==> config.mk <==
export PLATFORM = sky130hd
export DESIGN_NAME = a_row_loader_flat
export DESIGN_NICKNAME = d
export VERILOG_FILES = /design/src/rtl/a_row_loader_pkg.sv /design/src/rtl/a_row_loader_if.sv /design/src/rtl/a_row_loader_packer.sv /design/src/rtl/a_row_loader.sv /design/src/flat_wrapper.sv
export SDC_FILE = /design/constraint.sdc
export NUM_CORES = 1
export LEC_CHECK = 0
export ABC_AREA = 0
export CORE_MARGIN = 2
export CORE_UTILIZATION = 51
export CTS_BUF_LIST = sky130_fd_sc_hd__clkbuf_4 sky130_fd_sc_hd__clkbuf_8
export DETAILED_ROUTE_END_ITERATION = 7
export GPL_TIMING_DRIVEN = 1
export PLACE_DENSITY = 0.78
export SLEW_MARGIN = 10
export SYNTH_ARGS = -nofsm -noshare
export SYNTH_HDL_FRONTEND = slang
export SYNTH_SLANG_ARGS = --single-unit
==> constraint.sdc <==
create_clock -name clk -period 1.9 [get_ports clk]
set_input_delay 0.285 -clock clk [delete_from_list [all_inputs] [get_ports clk]]
set_output_delay 0.285 -clock clk [all_outputs]
set_load 0.01 [all_outputs]
==> src/rtl/a_row_loader_pkg.sv <==
// Shared types and sizing helpers for the A-operand row loader.
// Optional statistics counters are enabled by defining A_ROW_LOADER_STATS_EN.
package a_loader_pkg;

    typedef enum logic [2:0] {
        S_IDLE   = 3'd0,
        S_FILL   = 3'd1,
        S_WRITE  = 3'd2,
        S_STREAM = 3'd3,
        S_DONE   = 3'd4
    } a_ld_state_t;

    localparam int DEF_BITS_AB = 8;
    localparam int DEF_DIM     = 8;

    // Cycles needed to push the skewed buffer contents fully into the array.
    function automatic int drain_cycles(input int dim);
        return (3 * dim) - 2;
    endfunction

    // Counter width for values 0..n-1; never narrower than one bit.
    function automatic int cnt_width(input int n);
        return (n > 1) ? $clog2(n) : 1;
    endfunction

    localparam int ELEM_W  = cnt_width(DEF_DIM);
    localparam int ROW_W   = cnt_width(DEF_DIM);
    localparam int DRAIN_W = cnt_width(drain_cycles(DEF_DIM) + 1);

endpackage

==> src/rtl/a_row_loader_if.sv <==
// Stream-in / buffer-out bundle of the A row loader; the stats outputs exist
// only when A_ROW_LOADER_STATS_EN is defined.
interface a_row_loader_if
    import a_loader_pkg::*;
#(
    parameter int BITS_AB = DEF_BITS_AB,
    parameter int DIM     = DEF_DIM
);
    localparam int RW = cnt_width(DIM);

    logic                          start;
    logic                          in_valid;
    logic                          in_ready;
    logic signed [BITS_AB-1:0]     in_data;
    logic [DIM-1:0][BITS_AB-1:0]   Ain;
    logic [RW-1:0]                 Arow;
    logic                          WrEn;
    logic                          en;
    logic                          busy;
    logic                          done;
`ifdef A_ROW_LOADER_STATS_EN
    logic [15:0]                   stall_cycles;
    logic [15:0]                   loads_done;

    modport master (output start, in_valid, in_data,
                    input  in_ready, Ain, Arow, WrEn, en, busy, done,
                           stall_cycles, loads_done);
    modport slave  (input  start, in_valid, in_data,
                    output in_ready, Ain, Arow, WrEn, en, busy, done,
                           stall_cycles, loads_done);
`else
    modport master (output start, in_valid, in_data,
                    input  in_ready, Ain, Arow, WrEn, en, busy, done);
    modport slave  (input  start, in_valid, in_data,
                    output in_ready, Ain, Arow, WrEn, en, busy, done);
`endif
endinterface

==> src/rtl/a_row_loader_packer.sv <==
// Packs accepted stream elements into the Ain lane registers, one lane per
// handshake, and flags the handshake that completes a row.
module a_row_packer
    import a_loader_pkg::*;
#(
    parameter int BITS_AB = DEF_BITS_AB,
    parameter int DIM     = DEF_DIM
) (
    input  logic                        clk,
    input  logic                        rst,
    input  logic                        clr,
    input  logic                        fire,
    input  logic signed [BITS_AB-1:0]   in_data,
    output logic [DIM-1:0][BITS_AB-1:0] Ain,
    output logic                        row_full
);
    localparam int CW = cnt_width(DIM);

    logic [CW-1:0]               elem_r;
    logic [DIM-1:0][BITS_AB-1:0] lanes_r;
    logic                        last_s;

    assign last_s   = (elem_r == CW'(DIM - 1));
    assign row_full = fire && last_s;
    assign Ain      = lanes_r;

    // Lane capture and element counter; the counter restarts on the row's last element.
    always_ff @(posedge clk) begin
        if (rst) begin
            elem_r  <= '0;
            lanes_r <= '0;
        end else if (clr) begin
            elem_r  <= '0;
        end else if (fire) begin
            lanes_r[elem_r] <= in_data;
            elem_r          <= last_s ? CW'(0) : (elem_r + CW'(1));
        end else begin
            elem_r  <= elem_r;
        end
    end

endmodule

==> src/rtl/a_row_loader.sv <==
// A-operand row loader: fills DIM rows from a stream, writes them to the skewed
// buffer, drains it, then pulses done. Define A_ROW_LOADER_STATS_EN for counters.
module a_row_loader
    import a_loader_pkg::*;
#(
    parameter int BITS_AB = DEF_BITS_AB,
    parameter int DIM     = DEF_DIM
) (
    input  logic           clk,
    input  logic           rst,
    a_row_loader_if.slave  bus
);
    localparam int RW    = cnt_width(DIM);
    localparam int DRAIN = drain_cycles(DIM);
    localparam int DW    = cnt_width(DRAIN + 1);

    a_ld_state_t               state_r;
    logic [RW-1:0]             row_r;
    logic [DW-1:0]             drain_r;
    logic                      in_ready_r;
    logic                      wr_en_r;
    logic                      en_r;
    logic                      busy_r;
    logic                      done_r;
    logic [RW-1:0]             arow_r;
    logic                      fire_s;
    logic                      clr_s;
    logic                      row_full_s;
    logic [DIM-1:0][BITS_AB-1:0] ain_s;

    // in_ready is high exactly in FILL, so a handshake implies FILL.
    assign fire_s = bus.in_valid && in_ready_r;
    assign clr_s  = (state_r == S_IDLE);

    a_row_packer #(.BITS_AB(BITS_AB), .DIM(DIM)) u_packer (
        .clk      (clk),
        .rst      (rst),
        .clr      (clr_s),
        .fire     (fire_s),
        .in_data  (bus.in_data),
        .Ain      (ain_s),
        .row_full (row_full_s)
    );

    assign bus.Ain      = ain_s;
    assign bus.Arow     = arow_r;
    assign bus.in_ready = in_ready_r;
    assign bus.WrEn     = wr_en_r;
    assign bus.en       = en_r;
    assign bus.busy     = busy_r;
    assign bus.done     = done_r;

    // Load sequencer with all outputs registered alongside the state.
    always_ff @(posedge clk) begin
        if (rst) begin
            state_r    <= S_IDLE;
            row_r      <= '0;
            drain_r    <= '0;
            in_ready_r <= 1'b0;
            wr_en_r    <= 1'b0;
            en_r       <= 1'b0;
            busy_r     <= 1'b0;
            done_r     <= 1'b0;
            arow_r     <= '0;
        end else begin
            case (state_r)
                S_IDLE: begin
                    row_r   <= '0;
                    drain_r <= '0;
                    if (bus.start) begin
                        state_r    <= S_FILL;
                        in_ready_r <= 1'b1;
                        busy_r     <= 1'b1;
                    end else begin
                        state_r    <= S_IDLE;
                    end
                end
                S_FILL: begin
                    if (row_full_s) begin
                        state_r    <= S_WRITE;
                        in_ready_r <= 1'b0;
                        wr_en_r    <= 1'b1;
                        arow_r     <= row_r;
                    end else begin
                        state_r    <= S_FILL;
                    end
                end
                S_WRITE: begin
                    wr_en_r <= 1'b0;
                    if (row_r == RW'(DIM - 1)) begin
                        state_r <= S_STREAM;
                        en_r    <= 1'b1;
                        drain_r <= '0;
                    end else begin
                        state_r    <= S_FILL;
                        row_r      <= row_r + RW'(1);
                        in_ready_r <= 1'b1;
                    end
                end
                S_STREAM: begin
                    if (drain_r == DW'(DRAIN - 1)) begin
                        state_r <= S_DONE;
                        en_r    <= 1'b0;
                        done_r  <= 1'b1;
                        drain_r <= '0;
                    end else begin
                        drain_r <= drain_r + DW'(1);
                    end
                end
                S_DONE: begin
                    state_r <= S_IDLE;
                    done_r  <= 1'b0;
                    busy_r  <= 1'b0;
                end
                default: begin
                    state_r    <= S_IDLE;
                    row_r      <= '0;
                    drain_r    <= '0;
                    in_ready_r <= 1'b0;
                    wr_en_r    <= 1'b0;
                    en_r       <= 1'b0;
                    busy_r     <= 1'b0;
                    done_r     <= 1'b0;
                end
            endcase
        end
    end

`ifdef A_ROW_LOADER_STATS_EN
    logic [15:0] stall_cnt_r;
    logic [15:0] loads_cnt_r;

    // Stall counter saturates; load counter wraps.
    always_ff @(posedge clk) begin
        if (rst) begin
            stall_cnt_r <= 16'h0000;
            loads_cnt_r <= 16'h0000;
        end else begin
            if ((state_r == S_FILL) && !bus.in_valid && (stall_cnt_r != 16'hFFFF)) begin
                stall_cnt_r <= stall_cnt_r + 16'h0001;
            end else begin
                stall_cnt_r <= stall_cnt_r;
            end
            if (done_r) begin
                loads_cnt_r <= loads_cnt_r + 16'h0001;
            end else begin
                loads_cnt_r <= loads_cnt_r;
            end
        end
    end

    assign bus.stall_cycles = stall_cnt_r;
    assign bus.loads_done   = loads_cnt_r;
`endif

endmodule

==> src/flat_wrapper.sv <==
// flat-port wrapper written by rule: the top's interface ports become plain ports
module a_row_loader_flat import a_loader_pkg::*;
#(
    parameter int BITS_AB = DEF_BITS_AB,
    parameter int DIM     = DEF_DIM
)
  (clk, rst, bus_start, bus_in_valid, bus_in_data, bus_in_ready, bus_Ain, bus_Arow, bus_WrEn, bus_en, bus_busy, bus_done);
  a_row_loader_if #(.BITS_AB(BITS_AB), .DIM(DIM)) bus_i ();
  input  logic clk;
  input  logic rst;
  input wire logic [$bits(bus_i.start)-1:0] bus_start;
  input wire logic [$bits(bus_i.in_valid)-1:0] bus_in_valid;
  input wire logic [$bits(bus_i.in_data)-1:0] bus_in_data;
  output wire logic [$bits(bus_i.in_ready)-1:0] bus_in_ready;
  output wire logic [$bits(bus_i.Ain)-1:0] bus_Ain;
  output wire logic [$bits(bus_i.Arow)-1:0] bus_Arow;
  output wire logic [$bits(bus_i.WrEn)-1:0] bus_WrEn;
  output wire logic [$bits(bus_i.en)-1:0] bus_en;
  output wire logic [$bits(bus_i.busy)-1:0] bus_busy;
  output wire logic [$bits(bus_i.done)-1:0] bus_done;
  assign bus_i.start = bus_start;
  assign bus_i.in_valid = bus_in_valid;
  assign bus_i.in_data = bus_in_data;
  assign bus_in_ready = bus_i.in_ready;
  assign bus_Ain = bus_i.Ain;
  assign bus_Arow = bus_i.Arow;
  assign bus_WrEn = bus_i.WrEn;
  assign bus_en = bus_i.en;
  assign bus_busy = bus_i.busy;
  assign bus_done = bus_i.done;
  a_row_loader #(.BITS_AB(BITS_AB), .DIM(DIM)) u_core (.clk(clk), .rst(rst), .bus(bus_i));
endmodule
==> flow_summary_export.csv, run 1 <==
group,metric,value,unit
critical_path,critical-path-top-delay-family,"buffers and inverters",
outcome,status,"completed",
clock_tree,postCtsSetupRepairBufs,0,
die,initial_core_util,52.1,%
sta,setup_viol,0,
cells_and_area,register_area,0.00172,mm²
sta,max_slew_margin,69.7,%
place,place_congestion,0.766,
clock_tree,cts_inserted_buffers,9,
clock_tree,tritoncts,"done",
sta,pin_slew_with_the_least_headroom_to_its_limit,0.453,ns
sta,final.setup_skew,0.00957,ns
synthesis,seq_area_frac_synth,49.2,%
critical_path,ordered_list_of_cells_on_the_worst_path,"clkdlybuf4s50_1",
critical_path,worst_setup_end_kind,"primary output",
critical_path,worst_path_largest_cell_delay,0.59,ns
cells_and_area,layout.filler_cells,518,
synthesis,synth_area,0.00350,mm²
clock_tree,cts_hold_buffers,0,
cells_and_area,nNetsFinal,462,
global_route,grt_antenna_before_repair,0,
critical_path,required,1.62,ns
sta,max_freq,587,MHz
power_and_ir_drop,p_leak,2.04,nW
routing,wirelength,8490,µm
die,std_cell_rows,30,
synthesis,syn_area_per_cell,9.86,µm²
routing,first_iter_violations,114,
sta,final_max_slew_viol_count,0,
power_and_ir_drop,ir_worst_vdd,0.435,mV
critical_path,arrival,1.42,ns
critical_path,timing_worst_setup_path_type,"reg -> out",
die,core_footprint,0.00672,mm²
critical_path,cp-start-kind,"flop",
critical_path,critical-path-slowest-cell,"clkdlybuf4s50_1",
clock_tree,clock-root-buffer,"clkbuf_8",
power_and_ir_drop,power_density,714,mW/mm²
clock_tree,clk_latency,0.36,ns
cells_and_area,area_taken_by_multi_input_logic_gates,0.00163,mm²
routing,remaining_drc_errors,0,
global_route,grt_pass1_vias,2749,
place,io_buffer_count,83,
clock_tree,clock_sink_count,86,
cells_and_area,share_of_final_layout_standard_cells_stronger_than_drive_strength_1,9.35,%
synthesis,synthDistinctLibCells,43,
clock_tree,clkSlewWorstSetupHoldPaths,0.09,ns
sta,finalHoldViolCount,0,
synthesis,synthesis.yosys.warnings,0,
routing,dr_total_vias,2862,
cells_and_area,area_grow_syn2layout,32.8,%
clock_tree,cts_max_level,3,
cells_and_area,final_cell_area,0.00465,mm²
die,ioPinCount,84,
clock_tree,bufs_on_longest_clock_path,2,
global_route,track_usage,23.1,%
job,maxCapViolations,0,
synthesis,synth_nets,373,
global_route,grt_max_degree,21,
global_route,first_pass_grt_wire_length,13600,µm
cells_and_area,utilization,69.2,%
synthesis,count_of_state_elements_after_synthesis,86,
sta,grt_setup_unrepaired,"no",
die,design.die.area,0.00754,mm²
cells_and_area,num_antenna_cells,0,
routing,antenna_left,0,
worst_hold_path,timing.hold.worst.class,"reg -> reg",
sta,finalCritPeriodShare,89.6,%
place,detailed_place.area,0.00444,mm²
critical_path,crit_fanout,8,
place,place.detailed.hpwl,6050,µm
routing,routedWlPerCell,16.0,µm
synthesis,netlist_instances,355,
die,die_w,86.9,µm
sta,final.min_clock_period,1.70,ns
routing,drtPass1Iterations,4,
die,die_h,86.9,µm
clock_tree,cts.repair.resized,0,
critical_path,worstPathBufferInverterCount,1,
routing,vias_per_cell,5.41,
global_route,grt_total_ovfl,0,
-- sequential cells by signal, summed over array words and instances (netlist names), 3 cells and up --
signal and flops:
u_core.u_packer.Ain 64, u_core.drain_r 5, u_core.bus.Arow 3, u_core.row_r 3
u_core.state_r 3, u_core.u_packer.elem_r 3
-- cells in the mapped netlist, drive strengths merged --
| library cell | n | area, µm² |
|---|---|---|
| dfxtp | 86 | 1720 |
| nand2 | 79 | 297 |
| mux2i | 67 | 671 |
| buf | 15 | 93.8 |
| nand3 | 10 | 60.1 |
| clkbuf | 8 | 30.0 |
| inv | 8 | 30.0 |
| a21oi | 7 | 35.0 |
| nor3 | 7 | 35.0 |
| o21ai | 7 | 35.0 |
| ha | 6 | 75.1 |
| nand3b | 5 | 37.5 |
| nor2 | 5 | 18.8 |
| nor2b | 5 | 31.3 |
| nand4b | 4 | 35.0 |
| o22ai | 4 | 25.0 |
| nand2b | 3 | 18.8 |
| a211oi | 2 | 15.0 |
| a22o | 2 | 17.5 |
| a31oi | 2 | 12.5 |
| and3 | 2 | 17.5 |
| nor4b | 2 | 17.5 |
| o2111ai | 2 | 17.5 |
| o221ai | 2 | 17.5 |
| or3b | 2 | 17.5 |
| a2111oi | 1 | 8.76 |
| a22oi | 1 | 7.51 |
| and3b | 1 | 8.76 |
| and4b | 1 | 10.0 |
| and4bb | 1 | 12.5 |
| nand4 | 1 | 12.5 |
| nor3b | 1 | 7.51 |
| nor4 | 1 | 6.26 |
| o211a | 1 | 10.0 |
| o311a | 1 | 10.0 |
| o311ai | 1 | 8.76 |
| o31ai | 1 | 7.51 |
| xnor2 | 1 | 8.76 |
-- cells in the final DEF, fill, tap and decap left out, types with 2 or more instances in the layout --
cell type / netlist / layout
clkdlybuf4s50_1: 0 / 83
a211oi_1: 2 / 2
nor2_1: 5 / 5
a21oi_1: 7 / 7
nor4b_1: 2 / 2
or3b_2: 2 / 2
a31oi_1: 2 / 2
ha_1: 6 / 6
o21ai_0: 7 / 7
buf_4: 4 / 18
nor2b_1: 5 / 5
o221ai_1: 2 / 2
a22o_1: 2 / 2
o22ai_1: 4 / 4
nand2b_1: 3 / 3
nand3b_1: 5 / 5
dfxtp_1: 86 / 86
clkbuf_8: 0 / 10
inv_1: 8 / 7
nand4b_1: 4 / 4
nor3_1: 7 / 7
o2111ai_1: 2 / 2
nand3_1: 8 / 8
mux2i_1: 67 / 67
nand3_2: 2 / 2
clkinvlp_4: 0 / 3
nand2_1: 79 / 79
-- per-stage QoR --
step	total power, mW	hold slack [ns]	cells	setup TNS [ns]	setup slack [ns]
floorplan	1.95	0.462	355	0	0.348
global placement	2.03	0.445	513	-0.285	-0.0380
detailed placement	2.03	0.452	513	-0.704	-0.0700
CTS	3.33	0.465	529	0	0.181
global route	3.43	0.481	529	0	0.124
finish	3.32	0.460	529	0	0.197
-- cells by family after synthesis --
kind of cell | share of synthesized area (%)
AOI/OAI and AO/OA | 6.50
xor gates and xnor gates | 0.250
adders and majority gates | 2.14
buffers and inverters | 4.40
DFF | 49.2
muxes | 19.2
and+or+nand+nor | 18.4
-- final cells by class --
cell class,instances,area share (%)
clock buffer,10,2.96
sequential,86,37.0
tap,80,2.15
inverter,8,0.646
timing repair buffer,101,20.8
multi-input combinational,238,34.9
clock inverter,6,1.51
-- per-layer routing --
metal	wire, µm	global-route usage (%)	up-vias
met4	135	9.23	0
met3	359	3.13	12
met2	4050	37.1	71
met5	0	0	-
met1	3940	31.6	1367
li1	-	-	1412
-- where the power goes --
part / internal (mW) / leakage, nW / total [mW] / switching [mW]
Combinational: 0.0687 / 1.25 / 0.171 / 0.103
Clock: 0.650 / 0.0951 / 1.33 / 0.678
Sequential: 1.81 / 0.693 / 1.82 / 0.0108
Total: 2.53 / 2.04 / 3.32 / 0.792
-- final timing paths --
path | startpoint | endpoint | slack (ns) | depth (start not counted)
worst max-delay path | u_core.bus.in_ready | bus_in_ready | 0.20 | 1
worst min register to register | u_core.u_packer.Ain[9] | u_core.u_packer.Ain[9] | 0.46 | 2
worst min-delay path | u_core.u_packer.Ain[9] | u_core.u_packer.Ain[9] | 0.46 | 2
worst max register to register | u_core.bus.in_ready | u_core.u_packer.Ain[58] | 0.25 | 3
Note: power is estimated with default switching activity, not from simulation.
==> inputs of run 2 (changes only) <==
--- a/config.mk
+++ b/config.mk
@@ -7,11 +7,11 @@
 export LEC_CHECK = 0
 export ABC_AREA = 0
 export CORE_MARGIN = 2
-export CORE_UTILIZATION = 51
+export CORE_UTILIZATION = 55
 export CTS_BUF_LIST = sky130_fd_sc_hd__clkbuf_4 sky130_fd_sc_hd__clkbuf_8
 export DETAILED_ROUTE_END_ITERATION = 7
 export GPL_TIMING_DRIVEN = 1
-export PLACE_DENSITY = 0.78
+export PLACE_DENSITY = 0.83
 export SLEW_MARGIN = 10
 export SYNTH_ARGS = -nofsm -noshare
 export SYNTH_HDL_FRONTEND = slang
==> constraint.sdc (replaced) <==
create_clock -name clk -period 2.1 [get_ports clk]
set_input_delay 0.315 -clock clk [delete_from_list [all_inputs] [get_ports clk]]
set_output_delay 0.315 -clock clk [all_outputs]
set_load 0.01 [all_outputs]
==> flow_summary_export.csv, run 2 (synthesis gave the netlist of run 1 again) <==
group,metric,value,unit
critical_path,required,2.33,ns
global_route,grt_total_ovfl,0,
place,detailed_place.area,0.00439,mm²
sta,setup_viol,0,
sta,final_max_slew_viol_count,0,
routing,first_iter_violations,132,
clock_tree,clock_sink_count,86,
cells_and_area,final_cell_mix,"dfxtp_1 (86), clkdlybuf4s50_1 (83), nand2_1 (79)",
global_route,first_pass_grt_wire_length,14000,µm
global_route,grt_antenna_before_repair,0,
cells_and_area,layout.cells.most_common,"dfxtp_1",
critical_path,arrival,2.02,ns
cells_and_area,largest_register_ffs,64,
cells_and_area,nNetsFinal,456,
power_and_ir_drop,power_density,669,mW/mm²
power_and_ir_drop,ir_worst_vdd,0.488,mV
power_and_ir_drop,p_leak,2.03,nW
sta,max_freq,558,MHz
cells_and_area,register_area,0.00172,mm²
cells_and_area,layout.filler_cells,461,
routing,wirelength,8290,µm
sta,setup-tns-final,0,ns
sta,max_slew_margin,68.0,%
die,std_cell_rows,29,
sta,grt_setup_unrepaired,"no",
sta,final.setup_skew,0.00897,ns
critical_path,timing_worst_setup_path_type,"reg -> reg",
routing,vias_per_cell,5.50,
critical_path,cp-start-kind,"flop",
clock_tree,cts_inserted_buffers,9,
place,placement.setup.worst_slack,0.0997,ns
die,initial_core_util,56.1,%
clock_tree,cts_max_level,3,
cells_and_area,share_of_final_layout_standard_cells_stronger_than_drive_strength_1,8.13,%
cells_and_area,area_taken_by_multi_input_logic_gates,0.00163,mm²
cells_and_area,area_grow_syn2layout,32.0,%
cells_and_area,num_antenna_cells,0,
place,place_congestion,0.806,
sta,layout_setup_ws,0.308,ns
clock_tree,clock-root-buffer,"clkbuf_8",
global_route,track_usage,24.7,%
routing,antenna_left,0,
routing,dr_total_vias,2861,
place,io_buffer_count,83,
cells_and_area,final_cell_area,0.00462,mm²
routing,routedWlPerCell,15.9,µm
die,ioPinCount,84,
clock_tree,cts_hold_buffers,0,
clock_tree,tritoncts,"done",
die,die_w,83.8,µm
worst_hold_path,timing.hold.worst.class,"reg -> reg",
critical_path,worst_setup_end_kind,"flop",
routing,remaining_drc_errors,0,
clock_tree,bufs_on_longest_clock_path,2,
clock_tree,cts.repair.resized,0,
outcome,status,"completed",
clock_tree,clk_latency,0.35,ns
global_route,grt_pass1_vias,2829,
critical_path,crit_fanout,11,
sta,finalCritPeriodShare,85.3,%
job,maxCapViolations,0,
sta,finalHoldViolCount,0,
die,design.die.area,0.00702,mm²
place,place.detailed.hpwl,5690,µm
global_route,grt_max_degree,28,
routing,drtPass1Iterations,4,
sta,final.min_clock_period,1.79,ns
die,die_h,83.8,µm
clock_tree,clkSlewWorstSetupHoldPaths,0.08,ns
sta,pin_slew_with_the_least_headroom_to_its_limit,0.479,ns
die,core_footprint,0.00624,mm²
clock_tree,postCtsSetupRepairBufs,0,
## run 2: cell count changes in the layout (fill, tap and decap cells not counted)
cell        change
bufinv_16       +1
buf_4           -6
clkbuf_4        +1
clkinv_4        +1
clkinv_2        +1
inv_6           -1
clkinvlp_4      -3
## run 2: cell type report
class	count	share of cell area, %
clock inverters	5	1.79
clock buffers	11	3.14
well taps	77	2.08
flip-flops and latches	86	37.2
repair buffers	95	19.9
multi-input cells	238	35.2
inverters	8	0.650
## run 2: path summary, 6_finish.rpt
path,to,cells past startpoint,startpoint,slack (ns)
worst min register to register,u_core.u_packer.Ain[53],2,u_core.u_packer.Ain[53],0.46
worst max-delay path,u_core.state_r[0],5,u_core.u_packer.elem_r[0],0.31
worst max register to register,u_core.state_r[0],5,u_core.u_packer.elem_r[0],0.31
worst min-delay path,u_core.u_packer.Ain[53],2,u_core.u_packer.Ain[53],0.46
## run 2: metal layers
layer	vias to the layer above	wire (µm)	track usage, %
met4	0	78	6.30
met5	-	0	0
li1	1401	-	-
met1	1364	3870	34.4
met3	8	482	5.24
met2	88	3870	39.2
## run 2: critical path: stages (launching register included)
cell and delay [ns]:
dfxtp_1 0.43, ha_1 0.26, ha_1 0.25, nand4b_1 0.23, o21ai_0 0.13, a2111oi_0 0.38
## run 2: report_power, final
part / switching [mW] / total, mW / leakage, nW / internal, mW
clock network: 0.576 / 1.29 / 0.117 / 0.718
registers: 0.00801 / 1.65 / 0.693 / 1.64
logic: 0.0935 / 0.152 / 1.22 / 0.0582
## run 2: through the flow
step / std cells / utilization (%) / hold slack (ns) / power [mW]
floorplan: 355 / - / 0.470 / 1.76
global placement: 504 / 70.4 / 0.444 / 1.83
detailed placement: 504 / 70.4 / 0.448 / 1.83
CTS: 520 / 74.1 / 0.465 / 3.10
global route: 520 / 74.1 / 0.484 / 3.20
finish: 520 / 74.1 / 0.459 / 3.09
==> inputs of run 3 (changes only) <==
--- a/config.mk
+++ b/config.mk
@@ -6,7 +6,6 @@
 export NUM_CORES = 1
 export LEC_CHECK = 0
 export ABC_AREA = 0
-export CORE_MARGIN = 2
 export CORE_UTILIZATION = 55
 export CTS_BUF_LIST = sky130_fd_sc_hd__clkbuf_4 sky130_fd_sc_hd__clkbuf_8
 export DETAILED_ROUTE_END_ITERATION = 7
==> flow_summary_export.csv, run 3 (synthesis gave the netlist of run 1 again) <==
group,metric,value,unit
outcome,status,"completed",
die,core_footprint,0.00603,mm²
clock_tree,postCtsSetupRepairBufs,0,
worst_hold_path,timing.hold.worst.class,"reg -> reg",
cells_and_area,register_area,0.00172,mm²
routing,wirelength,8350,µm
global_route,track_usage,26.7,%
place,place.detailed.hpwl,5810,µm
sta,pin_slew_with_the_least_headroom_to_its_limit,0.498,ns
die,die_w,81.8,µm
clock_tree,cts_hold_buffers,0,
place,io_buffer_count,83,
critical_path,cp-start-kind,"flop",
sta,finalHoldViolCount,0,
critical_path,rr_startpoint,"u_core.u_packer.elem_r[0]",
routing,routedWlPerCell,16.1,µm
die,die_h,81.8,µm
cells_and_area,area_taken_by_multi_input_logic_gates,0.00163,mm²
sta,layout_setup_ws,0.311,ns
critical_path,worstSetupStartpoint,"u_core.u_packer.elem_r[0]",
job,maxCapViolations,0,
die,initial_core_util,58.1,%
clock_tree,clk_latency,0.36,ns
routing,drtPass1Iterations,5,
clock_tree,cts.repair.resized,0,
cells_and_area,final_cell_mix,"dfxtp_1 (86), clkdlybuf4s50_1 (83), nand2_1 (79)",
global_route,grt_antenna_before_repair,0,
critical_path,required,2.34,ns
sta,final_max_slew_viol_count,0,
die,std_cell_rows,28,
clock_tree,cts_inserted_buffers,9,
place,placement.setup.worst_slack,0.174,ns
cells_and_area,layout.filler_cells,444,
routing,first_iter_violations,167,
global_route,grt_max_degree,34,
sta,max_slew_margin,66.8,%
cells_and_area,area_grow_syn2layout,30.9,%
cells_and_area,nNetsFinal,457,
sta,max_freq,559,MHz
routing,dr_total_vias,2919,
power_and_ir_drop,p_leak,2.01,nW
clock_tree,cts_max_level,3,
cells_and_area,share_of_final_layout_standard_cells_stronger_than_drive_strength_1,8.33,%
clock_tree,clock_sink_count,86,
critical_path,arrival,2.03,ns
critical_path,timing_worst_setup_path_type,"reg -> reg",
sta,setup_viol,0,
clock_tree,bufs_on_longest_clock_path,2,
sta,finalCritPeriodShare,85.2,%
power_and_ir_drop,ir_worst_vdd,0.481,mV
place,place_congestion,0.801,
routing,vias_per_cell,5.62,
clock_tree,clkSlewWorstSetupHoldPaths,0.09,ns
routing,antenna_left,0,
die,design.die.area,0.00669,mm²
sta,final.min_clock_period,1.79,ns
worst_hold_path,hp-start,"u_core.u_packer.Ain[31]",
power_and_ir_drop,design_power_total,2.87,mW
global_route,first_pass_grt_wire_length,13300,µm
sta,grt_setup_unrepaired,"no",
global_route,grt_total_ovfl,0,
clock_tree,tritoncts,"done",
critical_path,worst_setup_end_kind,"flop",
cells_and_area,largest_register_ffs,64,
cells_and_area,layout.cells.most_common,"dfxtp_1",
sta,final.setup_skew,0.0109,ns
critical_path,crit_fanout,11,
die,ioPinCount,84,
sta,setup-tns-final,0,ns
clock_tree,clock-root-buffer,"clkbuf_8",
global_route,grt_pass1_vias,2707,
cells_and_area,num_antenna_cells,0,
power_and_ir_drop,power_density,626,mW/mm²
routing,remaining_drc_errors,0,
[run 3: worst paths after layout]
| kind | to | slack (ns) | cells after the start |
|---|---|---|---|
| worst max-delay path | u_core.state_r[0] | 0.31 | 5 |
| worst min-delay path | u_core.u_packer.Ain[31] | 0.46 | 2 |
| worst max register to register | u_core.state_r[0] | 0.31 | 5 |
| worst min register to register | u_core.u_packer.Ain[31] | 0.46 | 2 |
[run 3: area by class of cell]
type / instances / area share [%]
tap: 75 / 2.05
multi-input combinational: 238 / 35.5
sequential: 86 / 37.6
clock inverter: 6 / 0.983
inverter: 8 / 0.655
clock buffer: 10 / 3.00
timing repair buffer: 96 / 20.3
[run 3: worst max-delay path, stage by stage, from the launching register on]
cell and delay (ns):
dfxtp_1 0.43, ha_1 0.26, ha_1 0.24, nand4b_1 0.22, o21ai_0 0.12, a2111oi_0 0.39
[run 3: report_power, final]
group / internal (mW) / total (mW) / switching (mW)
Combinational: 0.0583 / 0.146 / 0.0878
Clock: 0.466 / 1.07 / 0.604
Sequential: 1.64 / 1.65 / 0.0128
[run 3: per-stage QoR]
step | area [µm²] | util, % | hold WS [ns] | std cells
2_1_floorplan | 3500 | - | 0.470 | 355
3_3_place_gp | 4400 | 73.0 | 0.443 | 503
3_5_place_dp | 4400 | 73.0 | 0.454 | 503
4_1_cts | 4580 | 76.0 | 0.465 | 519
5_1_grt | 4580 | 76.0 | 0.484 | 519
6_report | 4580 | 76.0 | 0.461 | 519
[run 3: per-layer routing]
metal / track usage [%] / vias to the layer above / wire (µm)
met1: 36.9 / 1400 / 3890
met4: 8.42 / 0 / 107
met2: 41.2 / 108 / 3880
met3: 6.33 / 12 / 481
li1: - / 1399 / -
met5: 0 / - / 0
